**config.mk**
```make
export PLATFORM = sky130hd
export DESIGN_NAME = layer_mixer_flat
export DESIGN_NICKNAME = d
export VERILOG_FILES = /design/src/rtl/layer_mixer_pkg.sv /design/src/rtl/layer_mixer_if.sv /design/src/rtl/layer_mixer_pipe_delay.sv /design/src/rtl/layer_mixer.sv /design/src/flat_wrapper.sv
export SDC_FILE = /design/constraint.sdc
export NUM_CORES = 1
export LEC_CHECK = 0
export CAP_MARGIN = 40
export CORE_ASPECT_RATIO = 0.6
export CORE_MARGIN = 1
export CORE_UTILIZATION = 25
export CTS_BUF_LIST = sky130_fd_sc_hd__clkbuf_8
export CTS_CLUSTER_SIZE = 10
export DETAILED_ROUTE_END_ITERATION = 8
export DONT_BUFFER_PORTS = 1
export SYNTH_ARGS = -nofsm -noshare
export SYNTH_HDL_FRONTEND = slang
export SYNTH_HIERARCHICAL = 1
export SYNTH_SLANG_ARGS = --single-unit
```
**constraint.sdc**
```tcl
create_clock -name pixel_clk -period 2.1 [get_ports pixel_clk]
set_input_delay 0.42 -clock pixel_clk [delete_from_list [all_inputs] [get_ports pixel_clk]]
set_output_delay 0.42 -clock pixel_clk [all_outputs]
set_load 0.01 [all_outputs]
```
**src/rtl/layer_mixer_pkg.sv**
```systemverilog
// mixer_pkg: shared sizes, config FSM states, identity table and priority resolve
package mixer_pkg;
  localparam int N_LAYERS = 4;
  localparam int LAYER_W = 2;
  typedef enum logic {IDLE, PENDING} cfg_state_t;
  typedef logic [N_LAYERS*LAYER_W-1:0] prio_t;
  function automatic prio_t identity_prio();
    prio_t p;
    for (int k = 0; k < N_LAYERS; k++) p[k*LAYER_W +: LAYER_W] = LAYER_W'(k);
    return p;
  endfunction
  localparam prio_t IDENTITY_PRIO = identity_prio();
  // returns {hit, layer}; scanning from the lowest priority upward lets slot 0 override last
  function automatic logic [LAYER_W:0] resolve(input logic [N_LAYERS-1:0] flags,
                                               input logic [N_LAYERS-1:0] en,
                                               input prio_t prio);
    logic [LAYER_W:0] win;
    logic [LAYER_W-1:0] idx;
    win = '0;
    for (int k = N_LAYERS - 1; k >= 0; k--) begin
      idx = prio[k*LAYER_W +: LAYER_W];
      if (flags[idx] && en[idx]) win = {1'b1, idx};
    end
    return win;
  endfunction
endpackage

```
**src/rtl/layer_mixer_if.sv**
```systemverilog
// layer_mixer_if: pixel stream, layer inputs, config handshake and mixed output
interface layer_mixer_if;
  import mixer_pkg::*;
  logic [9:0] x_pos;
  logic [8:0] y_pos;
  logic de;
  logic [N_LAYERS-1:0] rq_flags;
  logic [24*N_LAYERS-1:0] rgb_in;
  logic cfg_valid;
  logic cfg_ready;
  prio_t cfg_prio;
  logic [N_LAYERS-1:0] cfg_en;
  logic [7:0] r;
  logic [7:0] g;
  logic [7:0] b;
  logic de_out;
  logic [LAYER_W-1:0] layer_sel;
  logic layer_hit;
  logic frame_start;
  modport slave (input x_pos, y_pos, de, rq_flags, rgb_in, cfg_valid, cfg_prio, cfg_en,
                 output cfg_ready, r, g, b, de_out, layer_sel, layer_hit, frame_start);
  modport master (output x_pos, y_pos, de, rq_flags, rgb_in, cfg_valid, cfg_prio, cfg_en,
                  input cfg_ready, r, g, b, de_out, layer_sel, layer_hit, frame_start);
endinterface

```
**src/rtl/layer_mixer_pipe_delay.sv**
```systemverilog
// pipe_delay: fixed-depth shift register with sync reset to zero
module pipe_delay #(
  parameter int WIDTH = 1,
  parameter int DEPTH = 1
) (
  input  logic clk,
  input  logic rst,
  input  logic [WIDTH-1:0] d_i,
  output logic [WIDTH-1:0] q_o
);
  logic [WIDTH-1:0] sr_q [DEPTH];
  // shift one stage per clock, flush on reset
  always_ff @(posedge clk) begin
    if (rst) begin
      for (int i = 0; i < DEPTH; i++) sr_q[i] <= '0;
    end else begin
      sr_q[0] <= d_i;
      for (int i = 1; i < DEPTH; i++) sr_q[i] <= sr_q[i-1];
    end
  end
  assign q_o = sr_q[DEPTH-1];
endmodule

```
**src/rtl/layer_mixer.sv**
```systemverilog
// layer_mixer: priority-mixes display layers with a frame-synchronous priority/enable table
module layer_mixer
  import mixer_pkg::*;
#(
  parameter int ROM_LAT = 1,
  parameter logic [23:0] DEF_COLOR = 24'h000000
) (
  input logic pixel_clk,
  input logic rst,
  layer_mixer_if.slave bus
);
  cfg_state_t state_q, state_d;
  prio_t sh_prio_q, sh_prio_d, act_prio_q, act_prio_d, eff_prio, prio_dl;
  logic [N_LAYERS-1:0] sh_en_q, sh_en_d, act_en_q, act_en_d, eff_en, en_dl, flags_dl;
  logic fs_q, fs_d, de_dl, boundary, commit;
  logic [LAYER_W:0] res;
  logic [23:0] win_rgb, pix_d, pix_q;
  logic de_out_q, hit_d, hit_q;
  logic [LAYER_W-1:0] sel_d, sel_q;
  assign boundary = bus.x_pos == 10'd0 && bus.y_pos == 9'd0;
  assign commit = state_q == PENDING && boundary;
  // the pixel at (0,0) already sees the committed table, so bypass the active copy on commit
  assign eff_prio = commit ? sh_prio_q : act_prio_q;
  assign eff_en = commit ? sh_en_q : act_en_q;
  // config FSM: capture into shadow when idle, swap into active at the next frame origin
  always_comb begin
    state_d = state_q;
    sh_prio_d = sh_prio_q;
    sh_en_d = sh_en_q;
    act_prio_d = act_prio_q;
    act_en_d = act_en_q;
    fs_d = 1'b0;
    if (state_q == IDLE && bus.cfg_valid) begin
      state_d = PENDING;
      sh_prio_d = bus.cfg_prio;
      sh_en_d = bus.cfg_en;
    end
    if (commit) begin
      state_d = IDLE;
      act_prio_d = sh_prio_q;
      act_en_d = sh_en_q;
      fs_d = 1'b1;
    end
  end
  // config state and table registers
  always_ff @(posedge pixel_clk) begin
    if (rst) begin
      state_q <= IDLE;
      sh_prio_q <= IDENTITY_PRIO;
      sh_en_q <= '1;
      act_prio_q <= IDENTITY_PRIO;
      act_en_q <= '1;
      fs_q <= 1'b0;
    end else begin
      state_q <= state_d;
      sh_prio_q <= sh_prio_d;
      sh_en_q <= sh_en_d;
      act_prio_q <= act_prio_d;
      act_en_q <= act_en_d;
      fs_q <= fs_d;
    end
  end
  pipe_delay #(.WIDTH(2*N_LAYERS + 1 + N_LAYERS*LAYER_W), .DEPTH(ROM_LAT)) u_align (
    .clk(pixel_clk),
    .rst(rst),
    .d_i({bus.rq_flags, bus.de, eff_prio, eff_en}),
    .q_o({flags_dl, de_dl, prio_dl, en_dl})
  );
  assign res = resolve(flags_dl, en_dl, prio_dl);
  assign win_rgb = bus.rgb_in[24*res[LAYER_W-1:0] +: 24];
  assign hit_d = de_dl && res[LAYER_W];
  assign sel_d = hit_d ? res[LAYER_W-1:0] : '0;
  assign pix_d = !de_dl ? 24'h0 : res[LAYER_W] ? win_rgb : DEF_COLOR;
  // registered output stage
  always_ff @(posedge pixel_clk) begin
    if (rst) begin
      pix_q <= '0;
      de_out_q <= 1'b0;
      sel_q <= '0;
      hit_q <= 1'b0;
    end else begin
      pix_q <= pix_d;
      de_out_q <= de_dl;
      sel_q <= sel_d;
      hit_q <= hit_d;
    end
  end
  assign {bus.r, bus.g, bus.b} = pix_q;
  assign bus.de_out = de_out_q;
  assign bus.layer_sel = sel_q;
  assign bus.layer_hit = hit_q;
  assign bus.frame_start = fs_q;
  assign bus.cfg_ready = state_q == IDLE;
endmodule

```
**src/flat_wrapper.sv**
```systemverilog
// flat-port wrapper written by rule: the top's interface ports become plain ports
module layer_mixer_flat import mixer_pkg::*;
#(
  parameter int ROM_LAT = 1,
  parameter logic [23:0] DEF_COLOR = 24'h000000
)
  (pixel_clk, rst, bus_x_pos, bus_y_pos, bus_de, bus_rq_flags, bus_rgb_in, bus_cfg_valid, bus_cfg_prio, bus_cfg_en, bus_cfg_ready, bus_r, bus_g, bus_b, bus_de_out, bus_layer_sel, bus_layer_hit, bus_frame_start);
  layer_mixer_if bus_i ();
  input logic pixel_clk;
  input logic rst;
  input wire logic [$bits(bus_i.x_pos)-1:0] bus_x_pos;
  input wire logic [$bits(bus_i.y_pos)-1:0] bus_y_pos;
  input wire logic [$bits(bus_i.de)-1:0] bus_de;
  input wire logic [$bits(bus_i.rq_flags)-1:0] bus_rq_flags;
  input wire logic [$bits(bus_i.rgb_in)-1:0] bus_rgb_in;
  input wire logic [$bits(bus_i.cfg_valid)-1:0] bus_cfg_valid;
  input wire logic [$bits(bus_i.cfg_prio)-1:0] bus_cfg_prio;
  input wire logic [$bits(bus_i.cfg_en)-1:0] bus_cfg_en;
  output wire logic [$bits(bus_i.cfg_ready)-1:0] bus_cfg_ready;
  output wire logic [$bits(bus_i.r)-1:0] bus_r;
  output wire logic [$bits(bus_i.g)-1:0] bus_g;
  output wire logic [$bits(bus_i.b)-1:0] bus_b;
  output wire logic [$bits(bus_i.de_out)-1:0] bus_de_out;
  output wire logic [$bits(bus_i.layer_sel)-1:0] bus_layer_sel;
  output wire logic [$bits(bus_i.layer_hit)-1:0] bus_layer_hit;
  output wire logic [$bits(bus_i.frame_start)-1:0] bus_frame_start;
  assign bus_i.x_pos = bus_x_pos;
  assign bus_i.y_pos = bus_y_pos;
  assign bus_i.de = bus_de;
  assign bus_i.rq_flags = bus_rq_flags;
  assign bus_i.rgb_in = bus_rgb_in;
  assign bus_i.cfg_valid = bus_cfg_valid;
  assign bus_i.cfg_prio = bus_cfg_prio;
  assign bus_i.cfg_en = bus_cfg_en;
  assign bus_cfg_ready = bus_i.cfg_ready;
  assign bus_r = bus_i.r;
  assign bus_g = bus_i.g;
  assign bus_b = bus_i.b;
  assign bus_de_out = bus_i.de_out;
  assign bus_layer_sel = bus_i.layer_sel;
  assign bus_layer_hit = bus_i.layer_hit;
  assign bus_frame_start = bus_i.frame_start;
  layer_mixer #(.ROM_LAT(ROM_LAT), .DEF_COLOR(DEF_COLOR)) u_core (.pixel_clk(pixel_clk), .rst(rst), .bus(bus_i));
endmodule
```
# Word level (Yosys, flattened, before mapping)

Memories as Yosys holds them, arrays and structs flattened.
Index checks and enable logic that the tools add are counted.

Multiply operators: 1
$lt $le $gt $ge: 4
Shift operators: 1
Multiplexer cells: 28
Bitwise operators: 4
Reductions and logical operators: 14

Operator list:

| operator              | number |
|---|---|
| $shiftx A96 B8 Y24    | 1 |
| $mux W17              | 1 |
| $reduce_or A17 Y1     | 1 |
| $bmux W1 S2           | 8 |
| $mux W1               | 13 |
| $lt A2 B3 Y1 const B  | 4 |
| $mux W3               | 4 |
| $logic_not A10 Y1     | 1 |
| $logic_not A9 Y1      | 1 |
| $logic_and A1 B1 Y1   | 8 |
| $mux W8               | 1 |
| $mul A2 B2 Y4 const A | 1 |
| $mux W4               | 1 |
| $not A1 Y1            | 4 |
| $reduce_or A2 Y1      | 2 |
| $reduce_or A3 Y1      | 1 |

Flip-flop bits (word level): 54
RAM bits: 17
Input port bits: 135
Output and inout bits: 30
Logic and storage cells: 63
Memories kept: 1

Memory list:

| name                | depth | bits a word | read ports | clocked after memory_dff | write ports | RTL line                     | RTL |
|---|---|---|---|---|---|---|---|
| u_core.u_align.sr_q | 1     | 17          | 1          | 0                        | 1           | layer_mixer_pipe_delay.sv:11 | `logic [WIDTH-1:0] sr_q [DEPTH];` |

# Longest topological paths before layout

An unclocked memory read counts as a cell.

Word-level depth: 11
Gate-level depth with buffers: 8
Gate-level depth less buffers: 6

# Cells and area by module

Netlist, hierarchy kept.

By module, submodules not included:

| module      | times used | cells an instance | area an instance (µm²) |
|---|---|---|---|
| layer_mixer | 1          | 254               | 2736.4 |
| pipe_delay  | 1          | 35                | 475.5 |

# Least setup slack after synthesis

No wires, ideal clock.

Path type: input to register
Start: input port bus_y_pos[1]
End: register u_core.act_en_q[1]
Library setup time: 123 ps
Data arrival time: 1773 ps
Data required time: 1977 ps
Setup slack: 204 ps
Stages: 6
Path buffers: 1
Cells stage by stage: nor4_1 -> nand3_1 -> nor2_2 -> buf_4 -> mux2_2 -> or2_2

Longest elaborated chain between the ends: 4

Ends and longest elaborated chain:

| what                   | RTL line           | RTL |
|---|---|---|
| start: declaration     | flat_wrapper.sv:12 | `input wire logic [$bits(bus_i.y_pos)-1:0] bus_y_pos;` |
| $logic_not A9 Y1       | layer_mixer.sv:20  | `assign boundary = bus.x_pos == 10'd0 && bus.y_pos == 9'd0;` |
| $logic_and A1 B1 Y1    | layer_mixer.sv:20  |  |
| $logic_and A1 B1 Y1    | layer_mixer.sv:21  | `assign commit = state_q == PENDING && boundary;` |
| $mux W4                | --                 |  |
| end signal: assignment | layer_mixer.sv:59  | `act_en_q <= act_en_d;` |
| end: declaration       | layer_mixer.sv:14  | `logic [N_LAYERS-1:0] sh_en_q, sh_en_d, act_en_q, act_en_d, eff_en, en_dl, flags_dl;` |

Every way passes these cells.
A chain may end at the register's enable or synchronous reset.

# Final worst setup path

Start: memory u_core/u_align/sr_q[0][9] (netlist bit)
End: register u_core.pix_q[16]

Longest elaborated chain between the ends: 9
Elaborated cells on any way between the ends: 13
Those cells by class: 1 x mul; 1 x shift; 7 x mux; 1 x bitwise; 2 x reduce/logical; 1 x memory

Ends and longest elaborated chain:

| what                                                   | RTL line                     | RTL |
|---|---|---|
| start: declaration                                     | layer_mixer_pipe_delay.sv:11 |  |
| $mem_v2 Z1 W17 (*)                                     | --                           |  |
| $bmux W1 S2                                            | layer_mixer_pkg.sv:22        | `if (flags[idx] && en[idx]) win = {1'b1, idx};` |
| $mux W1 (implied by the code)                          | layer_mixer_pkg.sv:22        |  |
| $logic_and A1 B1 Y1                                    | layer_mixer_pkg.sv:22        |  |
| $mux W3 (*) (3 in series)                              | layer_mixer_pkg.sv:22        |  |
| $mul A2 B2 Y4 or $not A1 Y1 (tied branches)            | --                           |  |
| $shiftx A96 B8 Y24 or $reduce_or A3 Y1 (tied branches) | --                           |  |
| end signal: assignment                                 | layer_mixer.sv:82            | `pix_q <= pix_d;` |
| end: declaration                                       | layer_mixer.sv:17            | `logic [23:0] win_rgb, pix_d, pix_q;` |

Every way passes the cells marked *; elsewhere a longest branch is shown, timed or not. The select of a mux whose other input is x is not followed.

==> impl_metrics.env <==
export IMPL_outcome="finished clean"
export IMPL_seq_area_frac_synth_pct=44.3
export IMPL_number_of_unique_standard_cell_types_used_by_synthesis=38
export IMPL_power_ir_vdd_worst_v=0.000263
export IMPL_cts_htree_levels=3
export IMPL_rsz0062_at_grt="no"
export IMPL_syn_nets=424
export IMPL_slew_headroom_pct=74.5
export IMPL_gp_routability_congestion=0.795
export IMPL_antenna_violations_before_repair=0
export IMPL_worst_slew_pin_slew_ns=0.382
export IMPL_yosys_warnings=6
export IMPL_ys_async_sr_fraction_pct=0
export IMPL_clock_latency_ns=0.34
export IMPL_design_portCount=165
export IMPL_tot_gr_track_use_pct=10.7
export IMPL_cts_reportedPaths_clkPinSlew_ns=0.08
export IMPL_wire_per_inst_um=15.3
export IMPL_numPortBuffers=0
export IMPL_die_width_um=148
export IMPL_power_density_mw_per_mm2=813
export IMPL_post_cts_repair_setup_buffers=0
export IMPL_final_max_slew_violation_count=0
export IMPL_yosysTopAreaCell="dfxtp_1"
export IMPL_dp_hpwl_um=5330
export IMPL_numPlacedInstances=444
export IMPL_hp_class="input pin to flip-flop"
export IMPL_wire_length_of_the_first_global_routing_pass_um=11000
export IMPL_cp_end_kind="flip-flop"
export IMPL_layout_cells_most_common="dfxtp_1"
export IMPL_synth_edff_count=0
export IMPL_drive_gt1_share_pct=25.1
export IMPL_post_drt_via_cell_ratio=4.63
export IMPL_detail_route_iter0_violations=46
export IMPL_post_synth_cell_area_avg_um2=11.1
export IMPL_initial_cell_density_of_the_core_pct=26.1
export IMPL_maximum_number_of_pins_on_one_net_before_global_route_repair=45
export IMPL_leakage_nw=1.22
export IMPL_fin_nets=425
export IMPL_maxCapViolCount=0
export IMPL_tritoncts="built"
export IMPL_clkSinkCount=71
export IMPL_most_common_layout_cells="dfxtp_1 (71), mux2i_1 (54), nor2b_1 (23)"
export IMPL_achievable_frequency_mhz=522
export IMPL_routed_vias=2129
export IMPL_die_height_um=89.8
export IMPL_syn_to_final_growth_pct=13.2
export IMPL_final_antenna_net_count=0
export IMPL_maximum_clock_skew_at_final_layout_ns=0.00940
export IMPL_synthFlopType="dfxtp_1"
export IMPL_timing_worst_setup_path_type="flip-flop to flip-flop"
export IMPL_crit_path_start_kind="flip-flop"
export IMPL_post_layout_nonfiller_instances=460
export IMPL_synthDominantCellAreaShare_pct=44.3
export IMPL_num_rows=31
export IMPL_period_needed_ns=1.91
export IMPL_drt_first_pass_iters=4
export IMPL_final_hold_viol_count=0
export IMPL_clk_root_buffer_cell="clkbuf_8"
export IMPL_finalWirelength_um=7040
export IMPL_numCtsBuffers=9
export IMPL_power_total_mw=2.96
export IMPL_fp_coreArea_mm2=0.0123
export IMPL_post_route_drc_count=0
export IMPL_syn_instance_count=289
export IMPL_cts_repair_resize_count=0
export IMPL_final_setup_viols=0
export IMPL_hold_buffers=0
export IMPL_hold_slack_ns=0.134
export IMPL_finalSetupTns_ns=0
export IMPL_first_global_vias=2083
export IMPL_diodes=0
export IMPL_postSynthRegisterBits=71
export IMPL_crit_path_max_fanout=25
export IMPL_grt_overflow_total=0
export IMPL_clock_tree_buf_depth=2
export IMPL_yosys_top_cells_area="dfxtp_1 (44%), mux2i_1 (17%), o22ai_2 (7.4%), nor2b_1 (4.5%), mux2_2 (2.8%)"
export IMPL_required_time_of_the_critical_path_ns=2.32
export IMPL_synthesis_area_mm2=0.00321
export IMPL_floorplan_die_area_mm2=0.0133
export IMPL_finalCritPeriodShare_pct=91.2
export IMPL_critPathArrivalTime_ns=2.13
## per-layer routing
metal	share of wire, %	global-route usage, %	vias up
li1	-	-	1042
met3	3.8	3.71	9
met5	0	0	-
met4	1.2	4.47	0
met1	50	14.4	1027
met2	45	15.5	51
## where the power goes
group	switching, mW	internal [mW]	total (mW)
sequential	0.0290	1.39	1.42
clock	0.530	0.793	1.32
combinational	0.105	0.110	0.216
total	0.664	2.29	2.96
## per-stage QoR
stage / worst slack (ns) / util [%] / cell area (um2)
floorplan: 0.204 / - / 3210
global placement: 0.184 / 27.6 / 3390
detailed placement: 0.158 / 27.6 / 3390
CTS: 0.186 / 29.6 / 3630
global route: 0.00534 / 29.6 / 3630
finish: 0.186 / 29.6 / 3630
## state kept, by name, indices dropped and copies added, names as in the netlist
register	cells
u_core/act_en_q	4
u_core/act_prio_q	8
u_core/bus.de_out	1
u_core/bus.frame_start	1
u_core/bus.layer_hit	1
u_core/bus.layer_sel	2
u_core/pix_q	24
u_core/sh_en_q	4
u_core/sh_prio_q	8
u_core/state_q	1
u_core/u_align/sr_q	17
## final timing paths
kind | depth (start not counted) | end | from | slack, ns
worst max-delay path | 7 | u_core/pix_q[16]$_SDFF_PP0_ | u_core/u_align/sr_q[0][9]$_SDFF_PP0_ | 0.19
worst max register to register | 7 | u_core/pix_q[16]$_SDFF_PP0_ | u_core/u_align/sr_q[0][9]$_SDFF_PP0_ | 0.19
worst min register to register | 2 | u_core/sh_prio_q[0]$_SDFFE_PP0P_ | u_core/sh_prio_q[0]$_SDFFE_PP0P_ | 0.50
worst min-delay path | 1 | u_core/u_align/sr_q[0][12]$_SDFF_PP0_ | rst | 0.13
## synth_stat cells, types with 7 or more instances
master / number
nor2_1: 7
nand2b_1: 7
mux2_2: 8
o22ai_1: 9
nand2_1: 10
nor2b_1: 23
and2b_2: 7
mux2i_1: 54
a211o_1: 8
or2_2: 8
dfxtp_1: 71
o22ai_2: 19
## worst max-delay path, cell delays in order (launching register included)
cell	delay [ns]
dfxtp_1	0.34
nand2b_1	0.18
a21oi_2	0.17
o221ai_1	0.19
a21oi_4	0.27
buf_12	0.24
mux2i_1	0.29
o22ai_2	0.10
## logic make-up (layout without fill, tap and decap cells)
family,after synthesis,count (layout),synth area share (%)
simple gates,80,80,14.7
compound gates,51,51,15.3
mux,66,66,21.0
flops,71,71,44.3
buf+inv,21,27,4.64
## area by class of cell
cell class	instances	area [um2]
clock inverters	7	120
inverters	5	18.8
multi-input cells	197	1650
flip-flops and latches	71	1420
repair buffers	6	95.1
well taps	165	206
clock buffers	9	124
fillers	1248	8660
No activity file was read; power rests on OpenSTA's default activity.
